### src/rtl/alu_arb.sv
// alu_arb: two-requester round-robin arbiter that shares one ALU.
// A grant issues the winner's command and operands to the ALU. A two-stage
// tag pipeline follows each operation, so the registered ALU result goes back
// to the requester that issued it. Commands above 8 never reach the ALU and
// get an error response with the same latency as a legal operation.
//
// Handshake: a requester raises x_req with x_cmd/x_da/x_db stable and holds
// them until it sees the one-cycle x_gnt pulse. While x_gnt is high the
// request is ignored, so back-to-back grants to one requester are impossible.
// Responses have no ready signal: rsp_vld_x pulses for exactly one cycle
// exactly two cycles after x_gnt, and the requester must take it then.
module alu_arb #(
  parameter int I_BW = 4,
  parameter int D_BW = 4
) (
  input  logic            clk,
  input  logic            rst_n,
  input  logic            a_req,
  input  logic [I_BW-1:0] a_cmd,
  input  logic [D_BW-1:0] a_da,
  input  logic [D_BW-1:0] a_db,
  output logic            a_gnt,
  input  logic            b_req,
  input  logic [I_BW-1:0] b_cmd,
  input  logic [D_BW-1:0] b_da,
  input  logic [D_BW-1:0] b_db,
  output logic            b_gnt,
  output logic            alu_en,
  output logic [I_BW-1:0] alu_cmd,
  output logic [D_BW-1:0] alu_da,
  output logic [D_BW-1:0] alu_db,
  input  logic            alu_o_en,
  input  logic            alu_o_of,
  input  logic            alu_o_ofb,
  input  logic [D_BW-1:0] alu_o_dat,
  output logic            rsp_vld_a,
  output logic            rsp_vld_b,
  output logic [D_BW-1:0] rsp_dat,
  output logic            rsp_of,
  output logic            rsp_ofb,
  output logic            rsp_err
);

  // Round-robin pointer states: which requester wins a collision.
  localparam logic RR_A = 1'b0;
  localparam logic RR_B = 1'b1;

  // Requester id carried in the tag pipeline.
  localparam logic ID_A = 1'b0;
  localparam logic ID_B = 1'b1;

  // Highest command the ALU implements.
  localparam logic [I_BW-1:0] CMD_MAX = I_BW'(8);

  logic            rr;
  logic            elig_a;
  logic            elig_b;
  logic            grant_a;
  logic            grant_b;
  logic            any_grant;
  logic [I_BW-1:0] win_cmd;
  logic [D_BW-1:0] win_da;
  logic [D_BW-1:0] win_db;
  logic            cmd_legal;

  logic            tag1_vld;
  logic            tag1_id;
  logic            tag1_err;
  logic            tag2_vld;
  logic            tag2_id;
  logic            tag2_err;

  // The ALU's own valid output is not needed: the tag pipeline alone routes results.
  logic            unused_alu_o_en;
  assign unused_alu_o_en = alu_o_en;

  // Eligibility and round-robin selection for this edge.
  always_comb begin
    elig_a    = a_req & ~a_gnt;
    elig_b    = b_req & ~b_gnt;
    grant_a   = elig_a & (~elig_b | (rr == RR_A));
    grant_b   = elig_b & (~elig_a | (rr == RR_B));
    any_grant = grant_a | grant_b;
  end

  // Mux the winner's command and operands and screen illegal commands.
  always_comb begin
    win_cmd = a_cmd;
    win_da  = a_da;
    win_db  = a_db;
    if (grant_b) begin
      win_cmd = b_cmd;
      win_da  = b_da;
      win_db  = b_db;
    end
    cmd_legal = (win_cmd <= CMD_MAX);
  end

  // Arbitration state, grant pulses, ALU issue registers and tag stage 1.
  always_ff @(posedge clk or negedge rst_n) begin
    if (!rst_n) begin
      rr       <= RR_A;
      a_gnt    <= 1'b0;
      b_gnt    <= 1'b0;
      alu_en   <= 1'b0;
      alu_cmd  <= '0;
      alu_da   <= '0;
      alu_db   <= '0;
      tag1_vld <= 1'b0;
      tag1_id  <= ID_A;
      tag1_err <= 1'b0;
    end else begin
      a_gnt    <= grant_a;
      b_gnt    <= grant_b;
      tag1_vld <= any_grant;
      if (any_grant) begin
        rr       <= grant_a ? RR_B : RR_A;
        alu_en   <= cmd_legal;
        alu_cmd  <= win_cmd;
        alu_da   <= win_da;
        alu_db   <= win_db;
        tag1_id  <= grant_b ? ID_B : ID_A;
        tag1_err <= ~cmd_legal;
      end else begin
        alu_en   <= 1'b0;
      end
    end
  end

  // Tag stage 2 lines up with the ALU output register.
  always_ff @(posedge clk or negedge rst_n) begin
    if (!rst_n) begin
      tag2_vld <= 1'b0;
      tag2_id  <= ID_A;
      tag2_err <= 1'b0;
    end else begin
      tag2_vld <= tag1_vld;
      tag2_id  <= tag1_id;
      tag2_err <= tag1_err;
    end
  end

  // Response strobes and data; data and flags hold between responses.
  always_ff @(posedge clk or negedge rst_n) begin
    if (!rst_n) begin
      rsp_vld_a <= 1'b0;
      rsp_vld_b <= 1'b0;
      rsp_dat   <= '0;
      rsp_of    <= 1'b0;
      rsp_ofb   <= 1'b0;
      rsp_err   <= 1'b0;
    end else begin
      rsp_vld_a <= tag2_vld & (tag2_id == ID_A);
      rsp_vld_b <= tag2_vld & (tag2_id == ID_B);
      if (tag2_vld) begin
        if (tag2_err) begin
          rsp_dat <= '0;
          rsp_of  <= 1'b0;
          rsp_ofb <= 1'b0;
          rsp_err <= 1'b1;
        end else begin
          rsp_dat <= alu_o_dat;
          rsp_of  <= alu_o_of;
          rsp_ofb <= alu_o_ofb;
          rsp_err <= 1'b0;
        end
      end
    end
  end

endmodule

### config.mk
export PLATFORM = sky130hd
export DESIGN_NAME = alu_arb
export DESIGN_NICKNAME = d
export VERILOG_FILES = /design/src/rtl/alu_arb.sv
export SDC_FILE = /design/constraint.sdc
export NUM_CORES = 1
export LEC_CHECK = 0
export ABC_AREA = 1
export ABC_CLOCK_PERIOD_IN_PS = 3500
export CELL_PAD_IN_SITES_DETAIL_PLACEMENT = 0
export CELL_PAD_IN_SITES_GLOBAL_PLACEMENT = 1
export CORE_MARGIN = 2
export CORE_UTILIZATION = 32
export DETAILED_ROUTE_END_ITERATION = 12
export GPL_ROUTABILITY_DRIVEN = 0
export GPL_TIMING_DRIVEN = 0
export HOLD_SLACK_MARGIN = 0.02
export PLACE_DENSITY_LB_ADDON = 0.25
export SLEW_MARGIN = 40
export SYNTH_ARGS = -nofsm -noshare
export SYNTH_HDL_FRONTEND = slang
export SYNTH_SLANG_ARGS = --single-unit
### constraint.sdc
create_clock -name clk -period 3.5 [get_ports clk]
set_clock_uncertainty 0.1 [all_clocks]
set_input_delay 0.35 -clock clk [delete_from_list [all_inputs] [get_ports clk]]
set_output_delay 0.35 -clock clk [all_outputs]
set_load 0.1 [all_outputs]
==> run summary <==
gr usage total: 14.17%
Die Span Y: 67.03 µm
drt initial violations: 42
Final Max Tran Viols: 0
final net count: 225
CP arrival: 1110 ps
register area: 775.7 µm²
status: completed
Leakage: 0.9536 nW
clk_lat worst skew: 280 ps
met1 Use GR: 16.97%
total CTS buffers: 5
# setup viols final: 0
Pint: 0.9008 mW
Synth area leader: dfrtp_1
largest net degree at the start of global routing: 32
CTS max path bufs: 2
Post-DP HPWL: 2097 µm
Initial Utilization: 33.96%
Synth async-reset ratio: 100.0%
CP Buf/Inv Count: 1
unrepaired setup endpoints after global routing: false
CP Max Fanout: 2
CTS tree: built
element type at the critical path end: output port
average size of a mapped cell: 10.09 µm²
max-cap viol count: 0
Net Sw Frac: 54.91%
Cell Count, Final, Fillers Out: 239
via/cell ratio: 4.439
met2 Usage GRT: 22.40%
CP top delay family: buffers and inverters
fill cell count: 356
Achievable Freq: 0.6414 GHz
total area of multi-input combinational cells: 409.1 µm²
Root Driver: clkbuf_8
CP startpoint kind: flip-flop
share of cells above drive strength 1: 24.08%
slew margin rel.: 55.15%
Layout area overhead: 49.02%
GRT busiest layer: met2
drt drc: 0
# rows: 22
Slew @ Worst Pin: 672.7 ps
register area share after synthesis: 61.02%
CTS Sinks: 31
vias in the first global route: 1007
Antenna Cells: 0
Comb pwr share: 55.1%
Routed WL per cell: 11.69 µm
grt total ovfl: 0
1st-pass router iterations: 4
Post-CTS Setup Inserts: 0
Synth Net Count: 161
dominant synthesized flop cell: dfrtp_1
# hold bufs at CTS: 0
clk slew on worst S/H paths: 60 ps
WS Path Type: flip-flop to output port
Synth area leaders: dfrtp_1 (61%), nand2_1 (7.7%), nor2_1 (6.2%), a22o_1 (4.1%), inv_1 (3.5%)
Worst Path Required: 3050 ps
Routed Antenna Nets: 0
Port-buffer cells: 57
sequential share of power: 27.1%
Clk network pwr share: 17.8%
Ports: 59
Tightest Hold Check Type: input port to async pin
placed cell count: 231
CORE AREA: 0.003744 mm²
Net Sw Power: 1.097 mW
Power Density: 1055 mW/mm²
EDFF count, synth: 0
fin crit share: 44.54%
CTS resizes: 0
CP cell instances: buf_2
Max rail drop VDD: 0.4962 mV
first-pass GRT wire length: 4623 µm
CP max stage delay: 440 ps
slowest CP cell: buf_2
post-synth top area share: 61.02%
GRT met3 Usage: 6.588%
Hold Fails Final Rpt: 0
H-tree depth: 2
#FFs+latches synth: 31
worst setup path startpoint: b_gnt
initial antenna violation count: 0
Period minus WS final: 1559 ps
die extent in x: 67.03 µm
wirelength, routed: 2794 µm
mapped cell area: 0.001271 mm²
r2r startpoint: b_gnt
Netlist cell types: 21
die area: 0.004493 mm²
Post-Route Setup TNS: 0 ps
Via Count: 1061
Ys Warns: 0
Post-Syn Instances: 126
power by group through the flow:
stage | Combinational [mW] | Clock (mW) | Sequential, mW
detailed placement | 1.11 | 0 | 0.549
global placement | 1.20 | 0 | 0.545
floorplan | 0.191 | 0 | 1.26
global route | 1.16 | 0.390 | 0.557
finish | 1.10 | 0.356 | 0.541
CTS | 1.11 | 0.369 | 0.543
metal layers:
layer	part of all wire, %	routed length [µm]	up-vias
li1	-	-	530
met1	41	1149	482
met2	48	1349	44
met3	9.3	260	5
met4	1.2	34	0
met5	0	0	-
synth_stat cells (2+ instances only):
library cell / count
inv_1: 12
a22o_1: 6
o31ai_2: 3
nor2_1: 21
o21ai_0: 3
o31ai_1: 5
a21oi_1: 2
buf_6: 2
nand2_1: 26
dfrtp_1: 31
nand3_1: 4
inv_2: 2
flip-flops by register name, indices dropped and copies added (netlist names), 4 cells and up:
signal,count
alu_db,4
rsp_dat,4
alu_da,4
alu_cmd,4
worst paths after layout:
kind                       depth (start not counted)          to  slack, ps
setup / recovery                                   1       b_gnt       1940
hold / removal                                     1  rsp_dat[1]          6
min in group clk                                   0    tag2_vld        240
hold reg to reg                                    0    tag2_vld        240
setup reg to reg                                   7    tag1_err       2120
max in group asynchronous                          1   alu_db[1]       2860
cell type report:
type / count / share of cell area, %
flip-flops and latches: 31 / 40.95
repair buffers: 57 / 23.51
multi-input cells: 77 / 21.60
clock buffers: 6 / 4.359
well taps: 48 / 3.170
inverters: 15 / 3.104
clock inverters: 2 / 1.849
plain buffers: 3 / 1.453
placed cells by master (no fill, tap or decap):
master / n
inv_4: 1
o31ai_1: 5
a21oi_1: 2
nand2_1: 26
nand2_2: 1
buf_2: 26
bufinv_16: 1
o21ai_0: 3
o31ai_2: 3
nor2_4: 1
buf_6: 2
nor2_1: 21
nand3b_1: 1
a31oi_1: 1
clkdlybuf4s50_1: 32
a22o_1: 6
inv_1: 12
inv_2: 2
dfrtp_1: 31
clkinv_2: 1
clkbuf_8: 6
o21a_1: 1
nand2_4: 1
nand3_2: 1
nand3_1: 4
stage by stage:
| stage | power, mW | hold WS (ps) | area [µm²] | worst slack, ps | util (%) |
|---|---|---|---|---|---|
| 2_1_floorplan | 1.450 | -45.59 | 1271 | 1620 | - |
| 3_3_place_gp | 1.743 | 234.1 | 1902 | 1438 | 50.80 |
| 3_5_place_dp | 1.658 | 235.8 | 1777 | 1680 | 47.46 |
| 4_1_cts | 2.023 | 26.07 | 1894 | 1928 | 50.60 |
| 5_1_grt | 2.103 | 63.55 | 1894 | 1879 | 50.60 |
| 6_report | 1.998 | 5.658 | 1894 | 1941 | 50.60 |
cell families (layout without fill, tap and decap cells):
| group | Yosys count | after routing | share of synthesized area, % |
|---|---|---|---|
| AOI/OAI and AO/OA | 21 | 21 | 13.09 |
| DFF | 31 | 31 | 61.02 |
| buffers and inverters | 18 | 83 | 6.791 |
| and+or+nand+nor | 56 | 56 | 19.10 |
worst reg2reg max path: stages (launching register included):
cell     delay (ps)
dfrtp_1         410
nor2_4          190
nand2_2         130
inv_2           180
nand2_1          90
nand2_1          80
nand3_1          80
nand2_1          60
Note: power is estimated with default switching activity, not from simulation.
